<file path="config.mk">
export PLATFORM = sky130hd
export DESIGN_NAME = verificador_ganador_flat
export DESIGN_NICKNAME = d
export VERILOG_FILES = /design/src/rtl/verificador_ganador_if.sv /design/src/rtl/verificador_ganador.sv /design/src/flat_wrapper.sv
export SDC_FILE = /design/constraint.sdc
export NUM_CORES = 1
export LEC_CHECK = 0
export ABC_AREA = 0
export CAP_MARGIN = 20
export CORE_ASPECT_RATIO = 1.1
export CORE_MARGIN = 2
export CORE_UTILIZATION = 40
export DETAILED_ROUTE_END_ITERATION = 10
export GPL_ROUTABILITY_DRIVEN = 0
export PLACE_DENSITY_LB_ADDON = 0.12
export SYNTH_ARGS = -nofsm -noshare
export SYNTH_HDL_FRONTEND = slang
export SYNTH_SLANG_ARGS = --single-unit
</file>
<file path="constraint.sdc">
create_clock -name clk -period 9.7 [get_ports clk]
set_clock_uncertainty 0.15 [all_clocks]
set_input_delay 2.425 -clock clk [delete_from_list [all_inputs] [get_ports clk]]
set_output_delay 2.425 -clock clk [all_outputs]
set_load 0.02 [all_outputs]
</file>
<file path="src/rtl/verificador_ganador_if.sv">
// verificador_ganador_if
//   Bundles the request/result signals of the Connect Four win checker.
//   master: the game FSM (drives start and the board, reads results).
//   slave : verificador_ganador.
//   Signals:
//     start            request a scan (honoured only while the checker is idle)
//     tablero_in       board, [row][col] of 2-bit codes (00 empty, 01 P1, 10 P2, 11 invalid)
//     busy / done      scan in progress / one-cycle result-valid pulse
//     ganador, empate  winning player code, draw flag
//     win_row/col/dir  start cell and direction of the winning line
//     mascara_ganadora winning-cell bitmap (only with VERIFICADOR_MASCARA_EN)
interface verificador_ganador_if #(
    parameter int FILAS    = 6,
    parameter int COLUMNAS = 7
) ();
    localparam int RW = (FILAS > 1) ? $clog2(FILAS) : 1;
    localparam int CW = (COLUMNAS > 1) ? $clog2(COLUMNAS) : 1;

    logic                                  start;
    logic [FILAS-1:0][COLUMNAS-1:0][1:0]   tablero_in;
    logic                                  busy;
    logic                                  done;
    logic [1:0]                            ganador;
    logic                                  empate;
    logic [RW-1:0]                         win_row;
    logic [CW-1:0]                         win_col;
    logic [1:0]                            win_dir;
`ifdef VERIFICADOR_MASCARA_EN
    logic [FILAS-1:0][COLUMNAS-1:0]        mascara_ganadora;

    modport master (output start, tablero_in,
                    input  busy, done, ganador, empate, win_row, win_col, win_dir,
                           mascara_ganadora);
    modport slave  (input  start, tablero_in,
                    output busy, done, ganador, empate, win_row, win_col, win_dir,
                           mascara_ganadora);
`else
    modport master (output start, tablero_in,
                    input  busy, done, ganador, empate, win_row, win_col, win_dir);
    modport slave  (input  start, tablero_in,
                    output busy, done, ganador, empate, win_row, win_col, win_dir);
`endif
endinterface

</file>
<file path="src/rtl/verificador_ganador.sv">
// verificador_ganador
//   Connect Four win/draw checker. On start it snapshots the board and walks
//   every (row, col, dir) triple, one per clock, dir innermost, stopping at
//   the first line of EN_LINEA equal player cells. If nothing hits, the game
//   is a draw when the top row is full.
//   Ports:
//     clk    rising-edge clock
//     reset  asynchronous, active-low
//     bus    verificador_ganador_if.slave (start/board in, results out)
//   Optional: define VERIFICADOR_MASCARA_EN to drive bus.mascara_ganadora,
//   a bitmap of the winning cells valid from the done pulse on.
module verificador_ganador #(
    parameter int FILAS    = 6,
    parameter int COLUMNAS = 7,
    parameter int EN_LINEA = 4
) (
    input  logic                 clk,
    input  logic                 reset,
    verificador_ganador_if.slave bus
);
    localparam int RW = (FILAS > 1) ? $clog2(FILAS) : 1;
    localparam int CW = (COLUMNAS > 1) ? $clog2(COLUMNAS) : 1;

    typedef enum logic [1:0] {IDLE, SCAN, FIN} estado_t;
    typedef logic [FILAS-1:0][COLUMNAS-1:0][1:0] tablero_t;

    // Direction 0 right, 1 down, 2 down-right, 3 down-left (row 0 is the top).
    function automatic int delta_r(input logic [1:0] d);
        return (d == 2'd0) ? 0 : 1;
    endfunction

    function automatic int delta_c(input logic [1:0] d);
        case (d)
            2'd0:    return 1;
            2'd1:    return 0;
            2'd2:    return 1;
            default: return -1;
        endcase
    endfunction

    estado_t       state_q, state_d;
    tablero_t      snap_q, snap_d;
    logic [RW-1:0] row_q, row_d;
    logic [CW-1:0] col_q, col_d;
    logic [1:0]    dir_q, dir_d;
    logic          busy_q, busy_d;
    logic          done_q, done_d;
    logic [1:0]    ganador_q, ganador_d;
    logic          empate_q, empate_d;
    logic [RW-1:0] win_row_q, win_row_d;
    logic [CW-1:0] win_col_q, win_col_d;
    logic [1:0]    win_dir_q, win_dir_d;
`ifdef VERIFICADOR_MASCARA_EN
    logic [FILAS-1:0][COLUMNAS-1:0] mask_q, mask_d;
`endif

    logic [1:0] celda;
    logic       dentro;
    logic       hit;
    logic       ultimo;
    logic       fila0_llena;

    // Evaluate the current triple. Line end is computed in int so that a
    // leftward run off column 0 shows up as negative instead of wrapping.
    always_comb begin
        int dr, dc, er, ec;
        celda  = snap_q[row_q][col_q];
        dr     = delta_r(dir_q);
        dc     = delta_c(dir_q);
        er     = int'(row_q) + dr * (EN_LINEA - 1);
        ec     = int'(col_q) + dc * (EN_LINEA - 1);
        dentro = (er < FILAS) && (ec >= 0) && (ec < COLUMNAS);
        // 11 is excluded here, so an all-invalid line never wins.
        hit    = dentro && ((celda == 2'b01) || (celda == 2'b10));
        if (dentro) begin
            for (int i = 1; i < EN_LINEA; i++) begin
                if (snap_q[RW'(int'(row_q) + i * dr)][CW'(int'(col_q) + i * dc)] != celda)
                    hit = 1'b0;
            end
        end
    end

    assign ultimo = (row_q == RW'(FILAS - 1)) && (col_q == CW'(COLUMNAS - 1)) && (dir_q == 2'd3);

    // Pieces stack from the bottom, so a full top row means a full board.
    always_comb begin
        fila0_llena = 1'b1;
        for (int c = 0; c < COLUMNAS; c++) begin
            if (snap_q[0][CW'(c)] == 2'b00) fila0_llena = 1'b0;
        end
    end

    always_comb begin
        state_d   = state_q;
        snap_d    = snap_q;
        row_d     = row_q;
        col_d     = col_q;
        dir_d     = dir_q;
        busy_d    = busy_q;
        done_d    = 1'b0;
        ganador_d = ganador_q;
        empate_d  = empate_q;
        win_row_d = win_row_q;
        win_col_d = win_col_q;
        win_dir_d = win_dir_q;
`ifdef VERIFICADOR_MASCARA_EN
        mask_d    = mask_q;
`endif
        case (state_q)
            IDLE: begin
                if (bus.start) begin
                    snap_d    = bus.tablero_in;
                    row_d     = '0;
                    col_d     = '0;
                    dir_d     = '0;
                    busy_d    = 1'b1;
                    ganador_d = 2'b00;
                    empate_d  = 1'b0;
                    win_row_d = '0;
                    win_col_d = '0;
                    win_dir_d = '0;
`ifdef VERIFICADOR_MASCARA_EN
                    mask_d    = '0;
`endif
                    state_d   = SCAN;
                end
            end
            SCAN: begin
                if (hit) begin
                    ganador_d = celda;
                    win_row_d = row_q;
                    win_col_d = col_q;
                    win_dir_d = dir_q;
                    state_d   = FIN;
                end else if (ultimo) begin
                    empate_d  = fila0_llena;
                    state_d   = FIN;
                end else if (dir_q == 2'd3) begin
                    dir_d = 2'd0;
                    if (col_q == CW'(COLUMNAS - 1)) begin
                        col_d = '0;
                        row_d = row_q + RW'(1);
                    end else begin
                        col_d = col_q + CW'(1);
                    end
                end else begin
                    dir_d = dir_q + 2'd1;
                end
            end
            FIN: begin
                // done/busy are registered, so they change on the edge that
                // leaves FIN and the result shows up one cycle after the hit.
                done_d  = 1'b1;
                busy_d  = 1'b0;
                state_d = IDLE;
`ifdef VERIFICADOR_MASCARA_EN
                mask_d  = '0;
                if (ganador_q != 2'b00) begin
                    for (int i = 0; i < EN_LINEA; i++)
                        mask_d[RW'(int'(win_row_q) + i * delta_r(win_dir_q))]
                              [CW'(int'(win_col_q) + i * delta_c(win_dir_q))] = 1'b1;
                end
`endif
            end
            default: state_d = IDLE;
        endcase
    end

    always_ff @(posedge clk or negedge reset) begin
        if (!reset) begin
            state_q   <= IDLE;
            snap_q    <= '0;
            row_q     <= '0;
            col_q     <= '0;
            dir_q     <= '0;
            busy_q    <= 1'b0;
            done_q    <= 1'b0;
            ganador_q <= 2'b00;
            empate_q  <= 1'b0;
            win_row_q <= '0;
            win_col_q <= '0;
            win_dir_q <= '0;
`ifdef VERIFICADOR_MASCARA_EN
            mask_q    <= '0;
`endif
        end else begin
            state_q   <= state_d;
            snap_q    <= snap_d;
            row_q     <= row_d;
            col_q     <= col_d;
            dir_q     <= dir_d;
            busy_q    <= busy_d;
            done_q    <= done_d;
            ganador_q <= ganador_d;
            empate_q  <= empate_d;
            win_row_q <= win_row_d;
            win_col_q <= win_col_d;
            win_dir_q <= win_dir_d;
`ifdef VERIFICADOR_MASCARA_EN
            mask_q    <= mask_d;
`endif
        end
    end

    assign bus.busy    = busy_q;
    assign bus.done    = done_q;
    assign bus.ganador = ganador_q;
    assign bus.empate  = empate_q;
    assign bus.win_row = win_row_q;
    assign bus.win_col = win_col_q;
    assign bus.win_dir = win_dir_q;
`ifdef VERIFICADOR_MASCARA_EN
    assign bus.mascara_ganadora = mask_q;
`endif

endmodule

</file>
<file path="src/flat_wrapper.sv">
// flat-port wrapper written by rule: the top's interface ports become plain ports
module verificador_ganador_flat 
#(
    parameter int FILAS    = 6,
    parameter int COLUMNAS = 7,
    parameter int EN_LINEA = 4
)
  (clk, reset, bus_start, bus_tablero_in, bus_busy, bus_done, bus_ganador, bus_empate, bus_win_row, bus_win_col, bus_win_dir);
  verificador_ganador_if #(.FILAS(FILAS), .COLUMNAS(COLUMNAS)) bus_i ();
  input  logic clk;
  input  logic reset;
  input wire logic [$bits(bus_i.start)-1:0] bus_start;
  input wire logic [$bits(bus_i.tablero_in)-1:0] bus_tablero_in;
  output wire logic [$bits(bus_i.busy)-1:0] bus_busy;
  output wire logic [$bits(bus_i.done)-1:0] bus_done;
  output wire logic [$bits(bus_i.ganador)-1:0] bus_ganador;
  output wire logic [$bits(bus_i.empate)-1:0] bus_empate;
  output wire logic [$bits(bus_i.win_row)-1:0] bus_win_row;
  output wire logic [$bits(bus_i.win_col)-1:0] bus_win_col;
  output wire logic [$bits(bus_i.win_dir)-1:0] bus_win_dir;
  assign bus_i.start = bus_start;
  assign bus_i.tablero_in = bus_tablero_in;
  assign bus_busy = bus_i.busy;
  assign bus_done = bus_i.done;
  assign bus_ganador = bus_i.ganador;
  assign bus_empate = bus_i.empate;
  assign bus_win_row = bus_i.win_row;
  assign bus_win_col = bus_i.win_col;
  assign bus_win_dir = bus_i.win_dir;
  verificador_ganador #(.FILAS(FILAS), .COLUMNAS(COLUMNAS), .EN_LINEA(EN_LINEA)) u_core (.clk(clk), .reset(reset), .bus(bus_i));
endmodule
</file>
==> impl_results.md, run 1 <==
- Status: completed
- Worst slew margin: about 31%
- Hold buffers post-CTS: 0
- Core box area: ~18000 sq um
- Reg clk slew, reported paths: 0.07 ns
- Fin crit period: 5.31 ns
- Gr usage total: 22.8%
- Critical path class: reg -> reg
- Register area: approximately 2700 sq um
- Die H: 148 microns
- Die width: around 140 microns
- Fin. Hold Viols: 0
- DR vias: 6528
- Antenna violations before repair: 0
- Worst reg2reg path startpoint: u_core.dir_q[0]$_DFFE_PN0P_
- Max-Cap Viols: 0
- Skew-Pair Late Insertion Delay: 0.36 ns
- Post-CTS Setup Bufs: 0
- Area Overhead vs Synth: 18.5%
- Final setup vio count: 0
- Distinct cells, synth: 66
- Most frequent cells in the layout: 291 x nand2_1, 106 x dfrtp_1, 98 x clkdlybuf4s50_1, 59 x mux4_2, 39 x mux2i_1
- Initial Utilization: between 40% and 50%
- Pint: 2.01 mW
- Cts repair resizes: 0
- First DRT Iteration DRCs: 608
- Drt drc: 0
- Post-synth top area cell: dfrtp_1
- Worst R2R End: u_core.bus.ganador[0]$_DFFE_PN0P_
- Mean Syn Cell Area: 9.53 sq um
- Commonest non-fill, non-tap cell in the layout: nand2_1
- Max Clk Rate: 188 MHz
- PortBufs: 99
- Top FF cell, synth: dfrtp_1
- Longest Clk Path Bufs: 2
- Final hold slack: 0.343 ns
- Max-slew violation count: 0
- Largest net degree at the start of global routing: just over 100
- CTS buffer count: 9
- CP required: 9.83 ns
- Largest cells by area after synthesis: dfrtp_1 35%, mux4_2 18%, nand2_1 14%, mux2i_1 5.1%, ha_1 4.1%
- Pwr Total: 3.86 mW
- Layout net count: 975
- Global route total overflow: 0
- Hold Crit Depth: 2
- Die area: 20100 sq um
- Worst-margin pin slew: 1.03 ns
- Fin crit share: 54.8%
- DPL Wire Length: 16.1 mm
- Drt via density: 5.89
- Filler cells: 1790
- Class of the worst hold path: reg -> reg
- CTS H-tree lvls: 3
- Share of layout cells above drive strength 1: between 10% and 20%
- # clock sinks: ~110
- Crit-path max FO: 18
- Synth top area share: roughly a third
- Static leakage: a little under 4 nW
- Initial DRT Pass Iterations: 5
- Comb pwr share: 65.1%
- # IOs: 100
- Power per standard cell area: 429 nW/um^2
- DR WL/cell: 19.9 microns
- Synthesized area: 7590 sq um
- Sequential power share: between 20% and 30%
- Clock power share: 10.1%
- WL final: 22.0 mm
- Switching share of power: between 40% and 50%
- Worst setup path startpoint: u_core.dir_q[0]$_DFFE_PN0P_
- #FFs+latches synth: 107
- Final Util: between 40% and 50%
- Post-synth EDFFs: 0
- Antenna viol nets, final: 0
- Vias in the first global route: 6607
- Synthesis Warnings: 0
- CP arrival: roughly 5.4 ns
- Synth async-reset ratio: 100%
- IR drop worst, VDD: 0.000183 V
- Setup crit end: u_core.bus.ganador[0]$_DFFE_PN0P_
- Row count: 52
- Diode count: 0
- Startpoint types: flip-flop
- Area of the multi-input gates: 4590 sq um
- Seq/Total Area, Yosys: about a third
- Crit. End Element: flip-flop
- Global-route wire length before repair: roughly 36 mm
- Setup TNS Final: 0 ns
- Cells after Synth: around 800
- Worst reg2reg setup slack: 4.39 ns
- Net Sw Power: approximately 1.9 mW
- Syn Nets: 912
- CTS tree: yes
- Worst r2r path cells: 15
- Unrepaired setup endpoints after global routing: false
- Clock root cell: clkbuf_16
## flip-flops by register name, summed over array words and instances (netlist names)
signal / flops
u_core.col_q: 3
u_core.bus.done: 1
u_core.state_q: 2
u_core.bus.ganador: 2
u_core.bus.empate: 1
u_core.snap_q: 84
u_core.bus.busy: 1
u_core.row_q: 3
u_core.bus.win_col: 3
u_core.dir_q: 2
u_core.bus.win_row: 3
u_core.bus.win_dir: 2
## layout make-up
type | instances | area share, %
sequential | 107 | 29.8
clock buffer | 10 | 2.66
tap | 243 | 3.38
timing repair buffer | 106 | 11.6
inverter | 19 | 0.793
multi-input combinational | 617 | 51.0
clock inverter | 6 | 0.821
## per-stage QoR
| stage | worst slack [ns] | std cells | instance area, sq um |
|---|---|---|---|
| after global placement | 4.60 | 1092 | 8680 |
| after global routing | 4.01 | 1108 | 8990 |
| after detailed placement | 4.44 | 1092 | 8680 |
| after CTS | 4.42 | 1108 | 8990 |
| final | 4.39 | 1108 | 8990 |
| after floorplan | 5.09 | 797 | 7590 |
## worst min path at each step
stage	startpoint	to	slack [ns]
6_report	u_core.snap_q[31]$_DFFE_PN0P_	u_core.snap_q[31]$_DFFE_PN0P_	0.34
5_1_grt	u_core.snap_q[52]$_DFFE_PN0P_	u_core.snap_q[52]$_DFFE_PN0P_	0.38
4_1_cts	u_core.snap_q[31]$_DFFE_PN0P_	u_core.snap_q[31]$_DFFE_PN0P_	0.35
3_5_place_dp	u_core.snap_q[31]$_DFFE_PN0P_	u_core.snap_q[31]$_DFFE_PN0P_	0.34
3_3_place_gp	u_core.snap_q[34]$_DFFE_PN0P_	u_core.snap_q[34]$_DFFE_PN0P_	0.33
2_1_floorplan	u_core.snap_q[48]$_DFFE_PN0P_	u_core.snap_q[48]$_DFFE_PN0P_	0.31
## cells in the mapped netlist (3+ instances only)
master     instances
dfrtp_1          107
nor3b_1            4
a211oi_1           3
nor3_1            13
ha_1              25
buf_1              4
nand3b_1           4
mux4_2            59
a22oi_1            4
buf_4              6
mux2_2             9
and3_1             4
a21o_1             3
buf_2              8
inv_1             18
nand2_1          291
o311ai_0           3
buf_6              4
o31ai_1            5
o21ai_0           10
o2bb2ai_1          3
mux2i_1           39
fa_1               3
a31oi_1            8
nand3_1           15
nor2b_1            7
a221oi_1           7
a21oi_1           13
o22ai_1            4
nand4_1            7
nor2_1            15
nor4_1             7
nand2b_1           5
o211ai_1           5
clkbuf_1          32
a211o_1            3
## layer usage
| layer | global-route usage, % | up-vias | part of all wire [%] |
|---|---|---|---|
| met1 | 29.9 | 3244 | 41 |
| met2 | 37.3 | 268 | 49 |
| li1 | - | 2971 | - |
| met4 | 9.11 | 0 | 2.7 |
| met3 | 4.40 | 45 | 6.6 |
| met5 | 0 | - | 0 |
## kinds of logic (layout without fill, tap and decap cells)
family                   Yosys count  in the layout  share of synthesized area [%]
adder cells (fa/ha/maj)           28             28                           4.91
XOR/XNOR                           5              5                          0.923
AO/OA/AOI/OAI                     94             94                           9.00
multiplexers                     108            108                           24.2
AND/OR/NAND/NOR                  382            382                           21.3
flip-flops                       107            107                           35.3
buffers and inverters             73            141                           4.43
## power by group through the flow
stage | registers (mW) | logic, mW | clock network [mW]
6_report | 0.958 | 2.51 | 0.388
5_1_grt | 0.994 | 2.72 | 0.415
3_3_place_gp | 0.952 | 2.43 | 0
4_1_cts | 0.954 | 2.48 | 0.397
2_1_floorplan | 0.843 | 1.91 | 0
3_5_place_dp | 0.962 | 2.47 | 0
## critical path: stages, from the launching register on
cell and delay, ns:
dfrtp_1 0.43, inv_1 0.14, ha_1 0.17, inv_1 0.06, ha_1 0.37, ha_1 0.25, fa_1 1.10, mux4_2 0.60
a32oi_1 0.21, nor2_1 0.06, o21ai_0 0.42, nand3_1 0.18, o22ai_2 0.27, nand2_2 0.24, nor2_4 0.31, mux2i_1 0.24
No activity file was read; power rests on OpenSTA's default activity.
==> run 2: changes to the inputs <==
==> constraint.sdc (replaced) <==
create_clock -name clk -period 4.7 [get_ports clk]
set_clock_uncertainty 0.15 [all_clocks]
set_input_delay 1.175 -clock clk [delete_from_list [all_inputs] [get_ports clk]]
set_output_delay 1.175 -clock clk [all_outputs]
set_load 0.02 [all_outputs]
==> run 2 against run 1 <==
  * Setup slack worse by 4.2 ns
  * Critical path depth is 1 higher
  * Highest routed layer unchanged
  * Register-to-register slack worse by 4.2 ns
  * Largest power group unchanged
  * Fmax is 18% higher
==> impl_results.md, run 2 (same netlist as run 1, synthesis figures left out) <==
- Status: completed
- WL final: 22.5 mm
- Crit path cell chain: inv_2 > ha_1 > inv_1 > ha_1 > ha_1 > fa_1 > buf_12 > mux4_2 > mux2i_1 > nor3_1 > o31a_1 > nor3_2 > or4b_2 > o22ai_1 > nand3_1 > a21oi_1
- Hold buffers post-CTS: 0
- Global route total overflow: 0
- Crit-path max FO: 18
- Most frequent cells in the layout: 291 x nand2_1, 105 x dfrtp_1, 98 x clkdlybuf4s50_1, 59 x mux4_2, 39 x mux2i_1
- Die H: 148 microns
- Core box area: approximately 18000 sq um
- Static leakage: 4.08 nW
- CP arrival: ~4.6 ns
- Vias in the first global route: 6709
- Initial Utilization: 41.1%
- Non-filler cells, final: 1130
- First DRT Iteration DRCs: between 600 and 700
- Layout net count: around 1000
- Startpoint types: flip-flop
- Critical path class: reg -> reg
- Top delay family on crit path: adder cells
- Max-Cap Viols: 0
- Max Clk Rate: 221 MHz
- DR WL/cell: 19.9 microns
- Gr usage total: around a quarter
- CTS tree: yes
- Commonest non-fill, non-tap cell in the layout: nand2_1
- CP Buf/Inv Count: 3
- Largest net degree at the start of global routing: 101
- Fin. Hold Viols: 0
- DR vias: 6626
- PortBufs: 99
- CP required: 4.83 ns
- Max-slew violation count: 0
- Initial DRT Pass Iterations: 7
- Global-route wire length before repair: 36.5 mm
- Worst setup path startpoint: u_core.dir_q[0]$_DFFE_PN0P_
- Class of the worst hold path: reg -> reg
- Reg clk slew, reported paths: 0.08 ns
- DR WL met3: 1.30 mm
- Share of layout cells above drive strength 1: 14.8%
- Drt drc: 0
- Number of flip-flops in the largest register: 84
- Final setup vio count: 0
- CTS H-tree lvls: 3
- Row count: 52
- Slowest-stage cell, CP: or4b_2
- Drt via density: 5.86
- Pwr Total: 8.34 mW
- Top cell by count, worst path: ha_1
- Worst-margin pin slew: 1.04 ns
- Worst Hold Launch: u_core.snap_q[29]$_DFFE_PN0P_
- CTS buffer count: 9
- Longest Clk Path Bufs: 2
- DPL Wire Length: between 15 and 20 mm
- Diode count: 0
- Antenna viol nets, final: 0
- Die area: 20100 sq um
- Area Overhead vs Synth: 21.5%
- Filler cells: 1731
- Placed Cells: 1109
- Worst slew margin: between 30% and 40%
- Skew-Pair Late Insertion Delay: 0.36 ns
- WL met2: 11.0 mm
- Crit. End Element: flip-flop
- Clock root cell: clkbuf_16
- Power per standard cell area: ~900 nW/um^2
- Delay of the slowest critical-path stage: 0.61 ns
- IR drop worst, VDD: 0.000368 V
- Largest Register: u_core.snap_q
- Worst reg2reg path startpoint: u_core.dir_q[0]$_DFFE_PN0P_
- Antenna violations before repair: 0
- Unrepaired setup endpoints after global routing: false
- # IOs: 100
- Die width: 135 microns
- Wire length on met1: 9.55 mm
- # clock sinks: 107
- Fin crit period: roughly 4.5 ns
- Fin crit share: slightly below 100%
- Uppermost layer routed: met4
[run 2: metrics by stage]
stage	util [%]	setup WS [ns]	cell area [sq um]	setup TNS [ns]	hold slack, ns
final	49.9	0.183	9220	0	0.348
after detailed placement	47.9	-0.00971	8850	-0.00971	0.338
after CTS	49.5	0.0618	9140	0	0.357
after floorplan	-	0.0910	7590	0	0.307
after global routing	49.9	0.00488	9220	0	0.384
after global placement	47.9	0.211	8850	0	0.331
[run 2: worst paths after layout]
| kind | slack (ns) | cells after the start | end |
|---|---|---|---|
| max | 0.18 | 16 | u_core.state_q[1]$_DFFE_PN0P_ |
| max in group asynchronous | 2.98 | 2 | u_core.snap_q[0]$_DFFE_PN0P_ |
| max reg2reg | 0.18 | 16 | u_core.state_q[1]$_DFFE_PN0P_ |
| min reg2reg | 0.35 | 2 | u_core.snap_q[29]$_DFFE_PN0P_ |
| min in group asynchronous | 0.70 | 1 | u_core.bus.win_col[1]$_DFFE_PN0P_ |
| min | 0.35 | 2 | u_core.snap_q[29]$_DFFE_PN0P_ |
[run 2: tightest hold or removal path, stage by stage (launching register included)]
cell     delay, ns
dfrtp_1       0.36
nand2_1       0.05
nand2_1       0.05
[run 2: cell type report]
| type | count | area (sq um) | area share [%] |
|---|---|---|---|
| multi-input cells | 617 | 4610 | 50.0 |
| flip-flops and latches | 107 | 2680 | 29.1 |
| repair buffers | 128 | 1260 | 13.6 |
| well taps | 243 | 304 | 3.30 |
| clock buffers | 10 | 239 | 2.59 |
| inverters | 19 | 71.3 | 0.773 |
| clock inverters | 6 | 56.3 | 0.611 |
[run 2: power breakdown]
group / leakage [nW] / switching (mW) / internal [mW]
Combinational: 2.58 / 3.04 / 2.59
Clock: 0.143 / 0.379 / 0.386
Sequential: 1.35 / 0.583 / 1.36
Total: 4.08 / 4.01 / 4.34
[run 2: layer usage]
metal  vias to the layer above  global-route usage (%)
li1                       3019                       -
met1                      3289                    31.6
met2                       262                    38.5
met3                        56                    3.65
met4                         0                    8.80
met5                         -                       0
[run 2: repair_timing]
| action | CTS | global route |
|---|---|---|
| setup buffers | 0 | 5 |
| gates resized for setup | 1 | 11 |
| pin swaps | 0 | 1 |
| endpoints found under the setup margin | 4 | 21 |
